## config.mk

```make
export PLATFORM = sky130hd
export DESIGN_NAME = matmul_sequencer_flat
export DESIGN_NICKNAME = d
export VERILOG_FILES = /design/src/rtl/matmul_sequencer_if.sv /design/src/rtl/matmul_sequencer.sv /design/src/flat_wrapper.sv
export SDC_FILE = /design/constraint.sdc
export NUM_CORES = 1
export LEC_CHECK = 0
export BUFFER_PORTS_ARGS = -buffer_cell sky130_fd_sc_hd__buf_2
export CORE_ASPECT_RATIO = 2
export CORE_MARGIN = 2
export CORE_UTILIZATION = 56
export CTS_BUF_LIST = sky130_fd_sc_hd__clkbuf_8 sky130_fd_sc_hd__clkbuf_16
export DETAILED_ROUTE_END_ITERATION = 16
export HOLD_SLACK_MARGIN = 0.12
export PLACE_DENSITY_LB_ADDON = 0.12
export SKIP_CTS_REPAIR_TIMING = 1
export SLEW_MARGIN = 0
export SYNTH_ARGS = -nofsm -noshare
export SYNTH_HDL_FRONTEND = slang
export SYNTH_SLANG_ARGS = --single-unit
export TNS_END_PERCENT = 30
```

## constraint.sdc

```tcl
create_clock -name clock -period 11.55 [get_ports clock]
set_input_delay 3.465 -clock clock [delete_from_list [all_inputs] [get_ports clock]]
set_output_delay 3.465 -clock clock [all_outputs]
set_load 0.02 [all_outputs]
```

## src/rtl/matmul_sequencer_if.sv

```systemverilog
// Command, operand-read and result-write signals of the matmul sequencer.
// The slave side belongs to the sequencer; the master side to host and memories.
interface matmul_sequencer_if #(
   parameter int DIM_W  = 8,
   parameter int ADDR_W = 16,
   parameter int DATA_W = 16,
   parameter int ACC_W  = 40
);
   logic                     start;
   logic [DIM_W-1:0]         m;
   logic [DIM_W-1:0]         k;
   logic [DIM_W-1:0]         n;
   logic [ADDR_W-1:0]        a_base;
   logic [ADDR_W-1:0]        b_base;
   logic [ADDR_W-1:0]        c_base;
   logic                     rd_en;
   logic [ADDR_W-1:0]        a_addr;
   logic [ADDR_W-1:0]        b_addr;
   logic signed [DATA_W-1:0] a_data;
   logic signed [DATA_W-1:0] b_data;
   logic                     c_we;
   logic [ADDR_W-1:0]        c_addr;
   logic signed [ACC_W-1:0]  c_data;
   logic                     busy;
   logic                     done;

   modport master (
      output start, m, k, n, a_base, b_base, c_base, a_data, b_data,
      input  rd_en, a_addr, b_addr, c_we, c_addr, c_data, busy, done
   );

   modport slave (
      input  start, m, k, n, a_base, b_base, c_base, a_data, b_data,
      output rd_en, a_addr, b_addr, c_we, c_addr, c_data, busy, done
   );
endinterface

```

## src/rtl/matmul_sequencer.sv

```systemverilog
// Sequences a MAC datapath over row-major A (m x k) and B (k x n) to produce C = A x B.
// Addresses are walked incrementally; one C element costs k fetch + drain + write cycles.
module matmul_sequencer #(
   parameter int DIM_W  = 8,
   parameter int ADDR_W = 16,
   parameter int DATA_W = 16,
   parameter int ACC_W  = 40
) (
   input  logic              clock,
   input  logic              reset,
   matmul_sequencer_if.slave bus
);
   typedef enum logic [2:0] {S_IDLE, S_FETCH, S_DRAIN, S_WRITE, S_DONE} state_t;

   function automatic logic signed [ACC_W-1:0] sext_prod(input logic signed [DATA_W-1:0] a,
                                                          input logic signed [DATA_W-1:0] b);
      logic signed [2*DATA_W-1:0] p;
      p = a * b;
      return {{(ACC_W-2*DATA_W){p[2*DATA_W-1]}}, p};
   endfunction

   state_t                   state_q, state_d;
   logic [DIM_W-1:0]         m_q, m_d, k_q, k_d, n_q, n_d;
   logic [DIM_W-1:0]         i_q, i_d, l_q, l_d, j_q, j_d;
   logic [ADDR_W-1:0]        a_row_q, a_row_d, b_col_q, b_col_d, b_base_q, b_base_d;
   logic [ADDR_W-1:0]        c_ptr_q, c_ptr_d;
   logic                     rd_en_q, rd_en_d, first_q, first_d;
   logic [ADDR_W-1:0]        a_addr_q, a_addr_d, b_addr_q, b_addr_d;
   logic                     vld_p1_q, vld_p1_d, first_p1_q, first_p1_d;
   logic signed [ACC_W-1:0]  prod_p1, acc_p1_q, acc_d;
   logic                     c_we_q, c_we_d;
   logic [ADDR_W-1:0]        c_addr_q, c_addr_d;
   logic signed [ACC_W-1:0]  c_data_q, c_data_d;
   logic                     busy_q, busy_d, done_q, done_d;

   always_comb begin
      state_d  = state_q;
      m_d      = m_q;      k_d = k_q;      n_d = n_q;
      i_d      = i_q;      l_d = l_q;      j_d = j_q;
      a_row_d  = a_row_q;  b_col_d = b_col_q;  b_base_d = b_base_q;
      c_ptr_d  = c_ptr_q;
      rd_en_d  = 1'b0;     first_d = 1'b0;
      a_addr_d = '0;       b_addr_d = '0;
      c_we_d   = 1'b0;     c_addr_d = '0;   c_data_d = '0;
      busy_d   = busy_q;   done_d = 1'b0;

      // p1: operand data arrives one cycle after its rd_en; first pair loads the accumulator
      vld_p1_d   = rd_en_q;
      first_p1_d = first_q;
      prod_p1    = sext_prod(bus.a_data, bus.b_data);
      acc_d      = acc_p1_q;
      if (vld_p1_q)
         acc_d = first_p1_q ? prod_p1 : acc_p1_q + prod_p1;

      unique case (state_q)
         S_IDLE: begin
            busy_d = 1'b0;
            if (bus.start) begin
               m_d = bus.m;  k_d = bus.k;  n_d = bus.n;
               i_d = '0;     l_d = '0;     j_d = '0;
               a_row_d  = bus.a_base;
               b_col_d  = bus.b_base;
               b_base_d = bus.b_base;
               c_ptr_d  = bus.c_base;
               busy_d   = 1'b1;
               if (bus.m == '0 || bus.k == '0 || bus.n == '0) begin
                  state_d = S_DONE;
                  done_d  = 1'b1;
               end else begin
                  state_d  = S_FETCH;
                  rd_en_d  = 1'b1;
                  first_d  = 1'b1;
                  a_addr_d = bus.a_base;
                  b_addr_d = bus.b_base;
               end
            end
         end
         S_FETCH: begin
            if (j_q == k_q - DIM_W'(1)) begin
               state_d = S_DRAIN;
            end else begin
               j_d      = j_q + DIM_W'(1);
               rd_en_d  = 1'b1;
               a_addr_d = a_addr_q + ADDR_W'(1);
               b_addr_d = b_addr_q + ADDR_W'(n_q);
            end
         end
         S_DRAIN: begin
            state_d  = S_WRITE;
            c_we_d   = 1'b1;
            c_addr_d = c_ptr_q;
            c_data_d = acc_d;
         end
         S_WRITE: begin
            c_ptr_d = c_ptr_q + ADDR_W'(1);
            j_d     = '0;
            if (i_q == m_q - DIM_W'(1) && l_q == n_q - DIM_W'(1)) begin
               state_d = S_DONE;
               done_d  = 1'b1;
            end else begin
               if (l_q == n_q - DIM_W'(1)) begin
                  l_d     = '0;
                  i_d     = i_q + DIM_W'(1);
                  a_row_d = a_row_q + ADDR_W'(k_q);
                  b_col_d = b_base_q;
               end else begin
                  l_d     = l_q + DIM_W'(1);
                  b_col_d = b_col_q + ADDR_W'(1);
               end
               state_d  = S_FETCH;
               rd_en_d  = 1'b1;
               first_d  = 1'b1;
               a_addr_d = a_row_d;
               b_addr_d = b_col_d;
            end
         end
         S_DONE: begin
            state_d = S_IDLE;
            busy_d  = 1'b0;
         end
         default: state_d = S_IDLE;
      endcase
   end

   always_ff @(posedge clock) begin
      acc_p1_q <= acc_d;
      if (reset) begin
         state_q  <= S_IDLE;
         m_q <= '0;  k_q <= '0;  n_q <= '0;
         i_q <= '0;  l_q <= '0;  j_q <= '0;
         a_row_q  <= '0;  b_col_q <= '0;  b_base_q <= '0;  c_ptr_q <= '0;
         rd_en_q  <= 1'b0;  first_q <= 1'b0;
         a_addr_q <= '0;    b_addr_q <= '0;
         vld_p1_q <= 1'b0;  first_p1_q <= 1'b0;
         c_we_q   <= 1'b0;  c_addr_q <= '0;  c_data_q <= '0;
         busy_q   <= 1'b0;  done_q <= 1'b0;
      end else begin
         state_q  <= state_d;
         m_q <= m_d;  k_q <= k_d;  n_q <= n_d;
         i_q <= i_d;  l_q <= l_d;  j_q <= j_d;
         a_row_q  <= a_row_d;  b_col_q <= b_col_d;  b_base_q <= b_base_d;  c_ptr_q <= c_ptr_d;
         rd_en_q  <= rd_en_d;  first_q <= first_d;
         a_addr_q <= a_addr_d; b_addr_q <= b_addr_d;
         vld_p1_q <= vld_p1_d; first_p1_q <= first_p1_d;
         c_we_q   <= c_we_d;   c_addr_q <= c_addr_d;  c_data_q <= c_data_d;
         busy_q   <= busy_d;   done_q <= done_d;
      end
   end

   assign bus.rd_en  = rd_en_q;
   assign bus.a_addr = a_addr_q;
   assign bus.b_addr = b_addr_q;
   assign bus.c_we   = c_we_q;
   assign bus.c_addr = c_addr_q;
   assign bus.c_data = c_data_q;
   assign bus.busy   = busy_q;
   assign bus.done   = done_q;
endmodule

```

## src/flat_wrapper.sv

```systemverilog
// flat-port wrapper written by rule: the top's interface ports become plain ports
module matmul_sequencer_flat 
#(
   parameter int DIM_W  = 8,
   parameter int ADDR_W = 16,
   parameter int DATA_W = 16,
   parameter int ACC_W  = 40
)
  (clock, reset, bus_start, bus_m, bus_k, bus_n, bus_a_base, bus_b_base, bus_c_base, bus_a_data, bus_b_data, bus_rd_en, bus_a_addr, bus_b_addr, bus_c_we, bus_c_addr, bus_c_data, bus_busy, bus_done);
  matmul_sequencer_if #(.DIM_W(DIM_W), .ADDR_W(ADDR_W), .DATA_W(DATA_W), .ACC_W(ACC_W)) bus_i ();
  input  logic clock;
  input  logic reset;
  input wire logic [$bits(bus_i.start)-1:0] bus_start;
  input wire logic [$bits(bus_i.m)-1:0] bus_m;
  input wire logic [$bits(bus_i.k)-1:0] bus_k;
  input wire logic [$bits(bus_i.n)-1:0] bus_n;
  input wire logic [$bits(bus_i.a_base)-1:0] bus_a_base;
  input wire logic [$bits(bus_i.b_base)-1:0] bus_b_base;
  input wire logic [$bits(bus_i.c_base)-1:0] bus_c_base;
  input wire logic [$bits(bus_i.a_data)-1:0] bus_a_data;
  input wire logic [$bits(bus_i.b_data)-1:0] bus_b_data;
  output wire logic [$bits(bus_i.rd_en)-1:0] bus_rd_en;
  output wire logic [$bits(bus_i.a_addr)-1:0] bus_a_addr;
  output wire logic [$bits(bus_i.b_addr)-1:0] bus_b_addr;
  output wire logic [$bits(bus_i.c_we)-1:0] bus_c_we;
  output wire logic [$bits(bus_i.c_addr)-1:0] bus_c_addr;
  output wire logic [$bits(bus_i.c_data)-1:0] bus_c_data;
  output wire logic [$bits(bus_i.busy)-1:0] bus_busy;
  output wire logic [$bits(bus_i.done)-1:0] bus_done;
  assign bus_i.start = bus_start;
  assign bus_i.m = bus_m;
  assign bus_i.k = bus_k;
  assign bus_i.n = bus_n;
  assign bus_i.a_base = bus_a_base;
  assign bus_i.b_base = bus_b_base;
  assign bus_i.c_base = bus_c_base;
  assign bus_i.a_data = bus_a_data;
  assign bus_i.b_data = bus_b_data;
  assign bus_rd_en = bus_i.rd_en;
  assign bus_a_addr = bus_i.a_addr;
  assign bus_b_addr = bus_i.b_addr;
  assign bus_c_we = bus_i.c_we;
  assign bus_c_addr = bus_i.c_addr;
  assign bus_c_data = bus_i.c_data;
  assign bus_busy = bus_i.busy;
  assign bus_done = bus_i.done;
  matmul_sequencer #(.DIM_W(DIM_W), .ADDR_W(ADDR_W), .DATA_W(DATA_W), .ACC_W(ACC_W)) u_core (.clock(clock), .reset(reset), .bus(bus_i));
endmodule
```

==> run_results.csv <==
group,metric,value,unit
outcome,run_status,"complete, no violations",
logic_synthesis,yosys_warnings,0,
route,drt-initial-drc-count,992,
route,drc,0,
logic_synthesis,synth-seq-cells,250,
finish,seqCellArea,5010,um^2
global_route,antenna_found_initial,1,
sta,slew_headroom,36.4,%
finish,layout_common_cells,"inv_1, nand2_1, fa_1, dfxtp_1, nor2_1",
finish,area_growth_syn_to_layout,12.6,%
clock_tree,htreeDepth,1,
worst_setup_path,cpPeakStageDelay,560,ps
route,wl_met3,3320,um
worst_setup_path,path_common_cell,"fa_1",
finish,fillers,3797,
floorplanning,die_h,297,um
floorplanning,chipWidth,150,um
floorplanning,start_util,56.6,%
route,drt-pass1-iter-count,6,
placed_design,port_buffers,198,
logic_synthesis,syn_area,24000,um^2
job,max_cap_violations,0,
finish,multiInputGateArea,17300,um^2
logic_synthesis,ys_seq_area_share,20.8,%
logic_synthesis,syn_avg_cell_area,8.37,um^2
logic_synthesis,ys_types,83,
placed_design,hpwl,56600,um
finish,layout-drive-gt1-share,13.1,%
route,top_layer,"met4",
placed_design,place_ws,-378,ps
logic_synthesis,synth_edf_count,0,
sta,setup_ws,380,ps
worst_setup_path,crit_type,"input pin to flip-flop",
finish,layout_commonest_cell,"inv_1",
worst_setup_path,cp_slowest_cell,"fa_1",
placed_design,gp_congestion,0.929,
sta,final-max-slew-violation-count,0,
route,wl,70400,um
clock_tree,cts_root_buffer,"clkbuf_16",
clock_tree,cts_tree,"built",
sta,rsz0062_at_grt,"false",
clock_tree,clk_latency,530,ps
sta,worst_pin_slew,945,ps
global_route,first_global_vias,22800,
route,ant_nets,0,
worst_setup_path,cp.arrival,11570,ps
worst_setup_path,required,11950,ps
route,post_drt_via_cell_ratio,5.77,
sta,setup_violations,0,
finish,fin_nets,3617,
sta,hold_viol_final,0,
logic_synthesis,synth_fp_nets,3390,
worst_setup_path,cp_max_fo,16,
sta,fin_hold_ws,458,ps
floorplanning,die_area,44600,um^2
logic_synthesis,synth-async-reset-ratio,0,%
sta,fin_crit_sh,96.7,%
sta,max_freq,89.5,MHz
worst_setup_path,end_kind,"flip-flop",
worst_hold_path,hold-path-cell-count,2,
global_route,grt_overflow_total,0,
global_route,grt_max_degree,75,
route,wl_met2,39700,um
global_route,grt_pass1_wl,114000,um
clock_tree,clkTransAtPathRegs,70,ps
logic_synthesis,syn_inst,2868,
worst_hold_path,hp-class,"flip-flop to flip-flop",
sta,finalCriticalPeriod,11170,ps
clock_tree,cts_buffers,23,
route,wire_per_inst,19.3,um
logic_synthesis,ys.flop_type,"dfxtp_1",
sta,finalClockSkew,10.5,ps
clock_tree,clk_path_buf_depth,3,
floorplanning,core_area,42400,um^2
clock_tree,clock_sinks,250,
route,wl_met1,22600,um
floorplanning,ios,199,
worst_setup_path,r2r_cells,11,
floorplanning,std_cell_rows,107,
global_route,track_usage,32.1,%
route,via_count,21100,
worst_setup_path,critPathLaunchType,"input pin",
path summary, 6_finish.rpt:
kind                                      endpoint  slack (ps)                             from
setup reg to reg   u_core.b_col_q[13]$_SDFFE_PP0P_        7780       u_core.m_q[0]$_SDFFE_PP0P_
setup / recovery  u_core.bus.c_data[36]$_SDFF_PP0_         380                    bus_b_data[6]
hold reg to reg    u_core.b_base_q[2]$_SDFFE_PP0P_         460  u_core.b_base_q[2]$_SDFFE_PP0P_
hold / removal     u_core.b_base_q[2]$_SDFFE_PP0P_         460  u_core.b_base_q[2]$_SDFFE_PP0P_
worst max-delay path: cells and delay by family:
family	cells	cell delay [ps]
AND/OR/NAND/NOR	3	720
adder cells (fa/ha/maj)	8	3770
buffers and inverters	7	740
XOR/XNOR	1	180
AO/OA/AOI/OAI	13	2660
state kept, by name, summed over array words and instances (netlist names), 3 cells and up:
register	flops
u_core.a_row_q	16
u_core.acc_p1_q	40
u_core.b_base_q	16
u_core.b_col_q	16
u_core.bus.a_addr	16
u_core.bus.b_addr	16
u_core.bus.c_addr	16
u_core.bus.c_data	40
u_core.c_ptr_q	16
u_core.i_q	8
u_core.j_q	8
u_core.k_q	8
u_core.l_q	8
u_core.m_q	8
u_core.n_q	8
u_core.state_q	3
per-stage QoR:
step	setup TNS, ps	util [%]	cell area [um^2]	std cells
2_1_floorplan	0	-	24000	2868
3_3_place_gp	-1060	61.9	26300	3615
5_1_grt	0	63.7	27000	3655
3_5_place_dp	-2440	61.9	26300	3615
4_1_cts	0	63.6	27000	3654
6_report	0	63.7	27000	3655
metal layers:
layer,track usage [%],up-vias
met3,3.66,246
met2,63.4,666
met4,19.7,0
li1,-,9969
met1,30.2,10200
met5,0,-
synthesized netlist by cell type (5+ instances only):
cell type  number  area [um^2]
a211o_1         7         61.3
a211oi_1       30          225
a21o_1         29          218
a21oi_1       212         1060
a221oi_1       23          201
a222oi_1       13          130
a22oi_1        10         75.1
a311oi_1        6         52.6
a31oi_1        27          169
and2_1        166         1040
and3_1         35          219
and4_1          9         78.8
buf_1           8         30.0
buf_2           9         45.0
clkbuf_1      105          394
dfxtp_1       250         5000
fa_1          265         5310
ha_1          150         1880
inv_1         334         1250
mux2i_1        26          260
nand2_1       329         1230
nand2b_1       27          169
nand3_1        51          255
nand4_1        21          131
nor2_1        233          875
nor2b_1        15         93.8
nor3_1         52          260
nor3b_1         9         67.6
nor4_1         17          106
o211ai_1       14          105
o21a_1         10         75.1
o21ai_0        89          445
o21bai_1       15          113
o22ai_1         6         37.5
o31ai_1         6         45.0
or2_2           7         43.8
or3_1          12         75.1
or4_1           5         37.5
xnor2_1        91          797
xor2_1         64          561
kinds of logic (layout without fill, tap and decap cells):
logic type	after synthesis	count (layout)	synth area share, %
fa+ha+maj	415	415	29.9
compound gates	550	550	14.6
other cells	0	1	0
buf+inv	463	704	7.43
simple gates	1004	1004	20.2
flops	250	250	20.8
mux	30	30	1.27
xor+xnor	156	156	5.75
layout make-up:
class	count	area share, %
sequential	250	18.5
clock inverter	8	0.125
multi-input combinational	2155	64.0
antenna	1	0.00926
timing repair buffer	330	7.66
tap	545	2.52
inverter	335	4.65
clock buffer	31	2.54
Power is not shown: default switching activity piles up to over one toggle a cycle in this logic, so the estimate is an artifact.
